File: config.mk
export PLATFORM = sky130hd
export DESIGN_NAME = onehot_walker
export DESIGN_NICKNAME = d
export VERILOG_FILES = /design/src/rtl/onehot_walker.sv
export SDC_FILE = /design/constraint.sdc
export NUM_CORES = 1
export LEC_CHECK = 0
export CORE_MARGIN = 3
export CORE_UTILIZATION = 53
export CTS_CLUSTER_DIAMETER = 60
export DETAILED_ROUTE_END_ITERATION = 10
export PLACE_DENSITY = 0.79
export SLEW_MARGIN = 5
export SYNTH_ARGS = -nofsm -noshare
export SYNTH_HDL_FRONTEND = slang
export SYNTH_SLANG_ARGS = --single-unit
File: constraint.sdc
create_clock -name clk -period 2.7 [get_ports clk]
set_clock_uncertainty 0.15 [all_clocks]
set_input_delay 0.405 -clock clk [delete_from_list [all_inputs] [get_ports clk]]
set_output_delay 0.405 -clock clk [all_outputs]
set_load 0.01 [all_outputs]
File: src/rtl/onehot_walker.sv
// -----------------------------------------------------------------------------
// onehot_walker
//   Moves a single set bit along a WIDTH-bit register when a push-button is
//   pressed. The bit can move toward the MSB or toward the LSB. Holding the
//   button auto-repeats the step every TICK_DIV cycles. At either end the bit
//   either wraps to the opposite end or saturates. A binary index of the set
//   bit is registered alongside the one-hot value, so it never goes through a
//   priority encoder.
//
// Parameters
//   WIDTH     width of the one-hot position register (>= 2)
//   TICK_DIV  clk cycles between auto-repeat steps while btn is held (>= 2)
//   ENC_W     width of the binary index, $clog2(WIDTH)
//
// Ports
//   clk         system clock, rising edge
//   clr         asynchronous active-high reset
//   btn         raw push-button level, asynchronous to clk
//   dir         0 = step toward MSB, 1 = step toward LSB
//   wrap_en     1 = wrap at the ends, 0 = saturate at the ends
//   load        synchronous load of load_pos; has priority over stepping
//   load_pos    index to load; values >= WIDTH are ignored
//   pos         one-hot position, exactly one bit set
//   idx         binary index of the set bit in pos
//   at_end      pos sits at the end that the next step in dir would reach
//   step_pulse  one-cycle pulse on every cycle in which pos takes a step
// -----------------------------------------------------------------------------
module onehot_walker #(
  parameter  int WIDTH    = 16,
  parameter  int TICK_DIV = 100_000_000,
  localparam int ENC_W    = $clog2(WIDTH)
) (
  input  logic             clk,
  input  logic             clr,
  input  logic             btn,
  input  logic             dir,
  input  logic             wrap_en,
  input  logic             load,
  input  logic [ENC_W-1:0] load_pos,
  output logic [WIDTH-1:0] pos,
  output logic [ENC_W-1:0] idx,
  output logic             at_end,
  output logic             step_pulse
);

  localparam logic [WIDTH-1:0] POS_LSB = WIDTH'(1);
  localparam logic [WIDTH-1:0] POS_MSB = POS_LSB << (WIDTH - 1);
  localparam logic [ENC_W-1:0] IDX_MAX = ENC_W'(WIDTH - 1);
  localparam logic [31:0]      CNT_MAX = 32'(TICK_DIV - 1);

  // ---------------------------------------------------------------------------
  // Button synchroniser and rising-edge detect
  // ---------------------------------------------------------------------------
  logic btn_meta;
  logic btn_sync;
  logic btn_prev;
  logic rise;

  // NOTE: every clocked process uses non-blocking assignments, so all
  // registers sample their inputs as they were just before the edge.
  always_ff @(posedge clk or posedge clr) begin
    if (clr) begin
      btn_meta <= 1'b0;
      btn_sync <= 1'b0;
      btn_prev <= 1'b0;
    end else begin
      btn_meta <= btn;
      btn_sync <= btn_meta;
      btn_prev <= btn_sync;
    end
  end

  assign rise = btn_sync & ~btn_prev;

  // ---------------------------------------------------------------------------
  // Auto-repeat prescaler. It restarts on every rise, so the first repeat
  // comes TICK_DIV cycles after the step taken for the press itself.
  // ---------------------------------------------------------------------------
  logic [31:0] cnt;
  logic        rpt;

  always_ff @(posedge clk or posedge clr) begin
    if (clr) begin
      cnt <= '0;
    end else if (rise || !btn_sync || cnt == CNT_MAX) begin
      cnt <= '0;
    end else begin
      cnt <= cnt + 32'd1;
    end
  end

  assign rpt = btn_sync & ~rise & (cnt == CNT_MAX);

  // ---------------------------------------------------------------------------
  // Position / index next-state
  // ---------------------------------------------------------------------------
  logic             step_req;
  logic [WIDTH-1:0] pos_nxt;
  logic [ENC_W-1:0] idx_nxt;
  logic             pulse_nxt;

  assign step_req = rise | rpt;
  assign at_end   = dir ? pos[0] : pos[WIDTH-1];

  // NOTE: each signal gets a default before any branch, so no path through
  // the block leaves it unassigned and no latch is inferred.
  always_comb begin
    pos_nxt   = pos;
    idx_nxt   = idx;
    pulse_nxt = 1'b0;
    if (load) begin
      // An out-of-range load changes nothing but still swallows the step.
      if (32'(load_pos) < WIDTH) begin
        pos_nxt = POS_LSB << load_pos;
        idx_nxt = load_pos;
      end
    end else if (step_req) begin
      if (!at_end) begin
        pulse_nxt = 1'b1;
        if (dir) begin
          pos_nxt = pos >> 1;
          idx_nxt = idx - ENC_W'(1);
        end else begin
          pos_nxt = pos << 1;
          idx_nxt = idx + ENC_W'(1);
        end
      end else if (wrap_en) begin
        pulse_nxt = 1'b1;
        if (dir) begin
          pos_nxt = POS_MSB;
          idx_nxt = IDX_MAX;
        end else begin
          pos_nxt = POS_LSB;
          idx_nxt = '0;
        end
      end
    end
  end

  always_ff @(posedge clk or posedge clr) begin
    if (clr) begin
      pos        <= POS_LSB;
      idx        <= '0;
      step_pulse <= 1'b0;
    end else begin
      pos        <= pos_nxt;
      idx        <= idx_nxt;
      step_pulse <= pulse_nxt;
    end
  end

endmodule
==> Word-level counts from Yosys, hierarchy flattened <==
Index checks and enable logic that the tools add are counted.
{ "word_totals": {"input_bits": 10, "ff_bits": 56, "out_inout_bits": 22} }
{ "classes": {"shifts": 1, "n_eq_ne": 2, "n_addsub": 3, "reduce_logical": 5, "n_bitwise": 6, "muxes": 18} }
{ "op_table": {"columns": ["operator", "n"], "rows": [
  ["$mux W16", 6],
  ["$add A32 B1 Y32 const B", 1],
  ["$eq A32 B27 Y1 const B", 1],
  ["$mux W32", 1],
  ["$mux W4", 6],
  ["$shl A1 B4 Y16 const A", 1],
  ["$mux W1", 5],
  ["$add A4 B1 Y4 const B", 1],
  ["$sub A4 B1 Y4 const B", 1],
  ["$and A1 B1 Y1", 3],
  ["$ne A3 B3 Y1 const B", 1],
  ["$logic_or A1 B1 Y1", 2],
  ["$not A1 Y1", 2],
  ["$reduce_and A2 Y1", 1],
  ["$reduce_bool A2 Y1", 1],
  ["$logic_not A1 Y1", 1],
  ["$or A1 B1 Y1", 1]
]} }

==> Longest topological paths before layout <==
{ "logic_depth": {"depth_word": 8, "depth_mapped": 9, "mapped_depth_nobuf": 7} }

==> Worst setup path after synthesis <==
Ideal clock, no wire load.
{ "synth_path": {"path_kind": "input-to-reg", "startpoint": "in dir", "endpoint": "reg idx[2]", "stages": 9, "path_buffers": 2, "setup_slack_ns": 0.152, "arrival_time_ns": 2.272, "path_cell_list": "clkbuf_1 buf_1 inv_1 fa_1 xor2_1 nor2_1 nor2_1 a21oi_1 a221o_1"} }
{ "synth_via": {"elab_chain_cells": 5, "word_cells_on_any_way": 9, "cone_classes": "eq/ne: 1; mux: 7; reduce/logical: 1"} }
{ "synth_lines": {"columns": ["element", "line_no", "source"], "rows": [
  ["start: declaration", "36", "input logic dir,"],
  ["$mux W4", "129", "if (dir) begin"],
  ["$mux W4", "127", "end else if (wrap_en) begin"],
  ["$mux W4", "118", "if (!at_end) begin"],
  ["$mux W4", "117", "end else if (step_req) begin"],
  ["$mux W4", "111", "if (load) begin"],
  ["end signal: assignment", "147", "idx <= idx_nxt;"],
  ["end: declaration", "41", "output logic [ENC_W-1:0] idx,"]
]} }
Several ways; a longest one is shown, not always the timed one. The select of a mux whose other input is x is not followed.
A chain may end at the register's enable or synchronous reset.

==> Worst setup path in the final report <==
{ "layout_path": {"startpoint": "in dir", "endpoint": "out at_end"} }
{ "layout_via": {"elab_chain_cells": 1} }
{ "layout_lines": {"columns": ["element", "line_no", "source"], "rows": [
  ["$mux W1", "103", "assign at_end = dir ? pos[0] : pos[WIDTH-1];"],
  ["end: declaration", "42", "output logic at_end,"]
]} }
No other way between the ends.

==> results.cfg <==
[floorplanning]
initial_core_util_pct = 57.1
die_y_um = 81.6
die_w_um = 81.6
core_mm2 = 0.00530
fp-row-count = 26
io_pins = 32
die_area_mm2 = 0.00665

[layout]
antennaDiodeCount = 0
final_common_cell = dfrtp_1
finalInstanceArea_mm2 = 0.00358
nNetsFinal = 348
drive_above_1_share_pct = 12.6
nFillCells = 403
multi_input_comb_area_mm2 = 0.00153
synthToLayoutAreaGrowth_pct = 18.3
layout_common_cells = dfrtp_1, nor2_1, clkdlybuf4s50_1
regArea_mm2 = 0.00140

[global_routing]
grt_overflow = 0
grt_usage_pct = 22.3
met1_usage_pct = 31.4
globalRoute.busiestLayer = met2
grtUsageMet2_pct = 35.4
grt.met3_usage_pct = 3.95
grt_pass1_vias = 2355
antenna_found_initial = 0
grt_first_pass_wirelength_mm = 11.5
grt_max_degree = 32

[clocking]
clk_pin_slew_worst_paths_ps = 100
clock-sinks = 56
clk_latency_ps = 320
cts_buffers = 5
cts_resized = 0
ctsHoldBuffers = 0
cts_tree = built
ctsHtreeMaxLevel = 2
cts_buffer_depth = 2
postCtsSetupBuffers = 0
root_buffer = clkbuf_8

[logic_synthesis]
yosysTopAreaCellShare_pct = 45.5
ys_async_sr_fraction_pct = 100
yosys_warnings = 0
synth.distinct_cells = 46
ys_top_cells_by_area = dfrtp_1, mux2_2, xor2_1
yosys.area.top_type = dfrtp_1
synth_cells = 295
synth_ff_type = dfrtp_1
syn_area_mm2 = 0.00303
synth_fp_nets = 309
ys_seq_elements = 56
synth_seq_area_share_pct = 46.3
syn_avg_cell_area_um2 = 10.3
synth_edf_count = 0

[worst_hold_path]
hp-class = reg -> reg

[power_and_ir_drop]
max-vdd-ir-drop_mv = 0.299
finalPower_mw = 1.81
p_per_area_mw_per_mm2 = 506
cellLeakagePower_nw = 1.53

[sta]
post-route-period-util_pct = 92.7
hold_viol_final = 0
slew_violations = 0
rsz0062_at_grt = false
min_period_ps = 2500
slew_headroom_pct = 56.3
maxClockFrequency_mhz = 399
setup_viol = 0
setup_tns_ps = 0
worst_pin_slew_ps = 654

[placement]
io_buffers = 31
dpl.hpwl_mm = 4.72
placed_cell_area_mm2 = 0.00345
gp_congestion = 0.809

[setup_path]
worst_path_max_delay_cell = clkdlybuf4s50_1
cp.buffers_inverters = 4
worstPathCellList = clkdlybuf4s50_1 -> mux2i_1 -> buf_4 -> inv_1 -> clkdlybuf4s50_1
critPathLaunchType = input port
crit_arrival_ps = 1950
critPathMaxStageDelay_ps = 590
crit_required_ps = 2140
critPathCaptureType = primary output
crit_type = in -> out
cp_top_family = buffers and inverters
path_max_fanout = 5
cp_common_cell = clkdlybuf4s50_1

[drt]
drt-wirelength-per-cell_um = 16.9
vias_per_cell = 5.92
drtIter0Drc = 161
wirelength_mm = 6.82
vias = 2393
route.detailed.drc = 0
ant_nets = 0
first_pass_iters = 4

[run]
maxCapViolations = 0

[outcome]
outcome = completed
## through the flow
step | utilization [%] | setup WS, ps | instances | hold WS [ps]
after floorplan | - | 152 | 295 | 181
after global placement | 65.1 | 140 | 397 | 183
after detailed placement | 65.1 | 25.4 | 397 | 203
after CTS | 67.5 | 208 | 404 | 226
after global routing | 67.5 | 19.2 | 404 | 230
final | 67.5 | 196 | 404 | 227
## kinds of logic after synthesis
group,after synthesis,share of synthesized area [%]
buf+inv,19,3.10
simple gates,115,19.6
compound gates,44,10.6
mux,30,10.6
flops,56,46.3
xor+xnor,27,7.81
fa+ha+maj,4,1.90
## worst reg2reg max path, stage by stage (launching register included)
cell and delay (ps):
dfrtp_1 450, nor4b_1 340, nand4_1 220, or4_1 680
o21bai_4 170, buf_4 220, nor2_1 80
## routing by layer
| layer | vias to the layer above | wire [um] | part of all wire [%] |
|---|---|---|---|
| li1 | 1135 | - | - |
| met1 | 1189 | 3190 | 47 |
| met2 | 63 | 3310 | 48 |
| met3 | 6 | 263 | 3.9 |
| met4 | 0 | 65 | 0.95 |
| met5 | - | 0 | 0 |
## Yosys cell counts (2+ instances only)
library cell / n
or3_1: 2
nor2b_1: 2
nand2_1: 13
nor4b_1: 2
inv_1: 11
o22ai_1: 16
a21oi_1: 10
dfrtp_1: 55
nor3_1: 4
nand3_1: 17
nand2b_1: 4
o21ai_0: 4
nand4_1: 11
ha_1: 3
a211oi_1: 2
xor2_1: 17
a31oi_1: 2
xnor2_1: 10
and3_1: 6
nor2_1: 38
buf_6: 3
mux2_2: 17
a221o_1: 2
nor4_1: 4
and2_1: 4
clkbuf_1: 4
mux2i_1: 13
## cell type report
class | count | area share [%]
Inverter | 11 | 1.15
Multi-Input combinational cell | 220 | 42.7
Timing Repair Buffer | 40 | 10.9
Sequential cell | 56 | 39.2
Tap cell | 70 | 2.45
Clock inverter | 2 | 1.68
Clock buffer | 5 | 1.92
## sequential cells by signal (all words and copies together) (netlist names)
signal / cells
btn_sync: 1
cnt: 32
step_pulse: 1
idx: 4
pos: 16
btn_prev: 1
btn_meta: 1
## power by group
part / internal [mW] / total (mW) / switching (mW) / leakage [nW]
Sequential: 0.866 / 0.898 / 0.0320 / 0.759
Combinational: 0.134 / 0.272 / 0.137 / 0.702
Clock: 0.365 / 0.641 / 0.276 / 0.0642
## path summary, 6_finish.rpt
kind / start / to / slack, ps / cells past startpoint
max in group asynchronous: clr / pos[0] / 1460 / 3
min in group asynchronous: clr / cnt[22] / 310 / 2
worst max register to register: cnt[17] / cnt[14] / 290 / 6
worst min-delay path: btn_meta / btn_sync / 230 / 0
worst max-delay path: dir / at_end / 200 / 5
worst min register to register: btn_meta / btn_sync / 230 / 0
No activity file was read; power rests on OpenSTA's default activity.
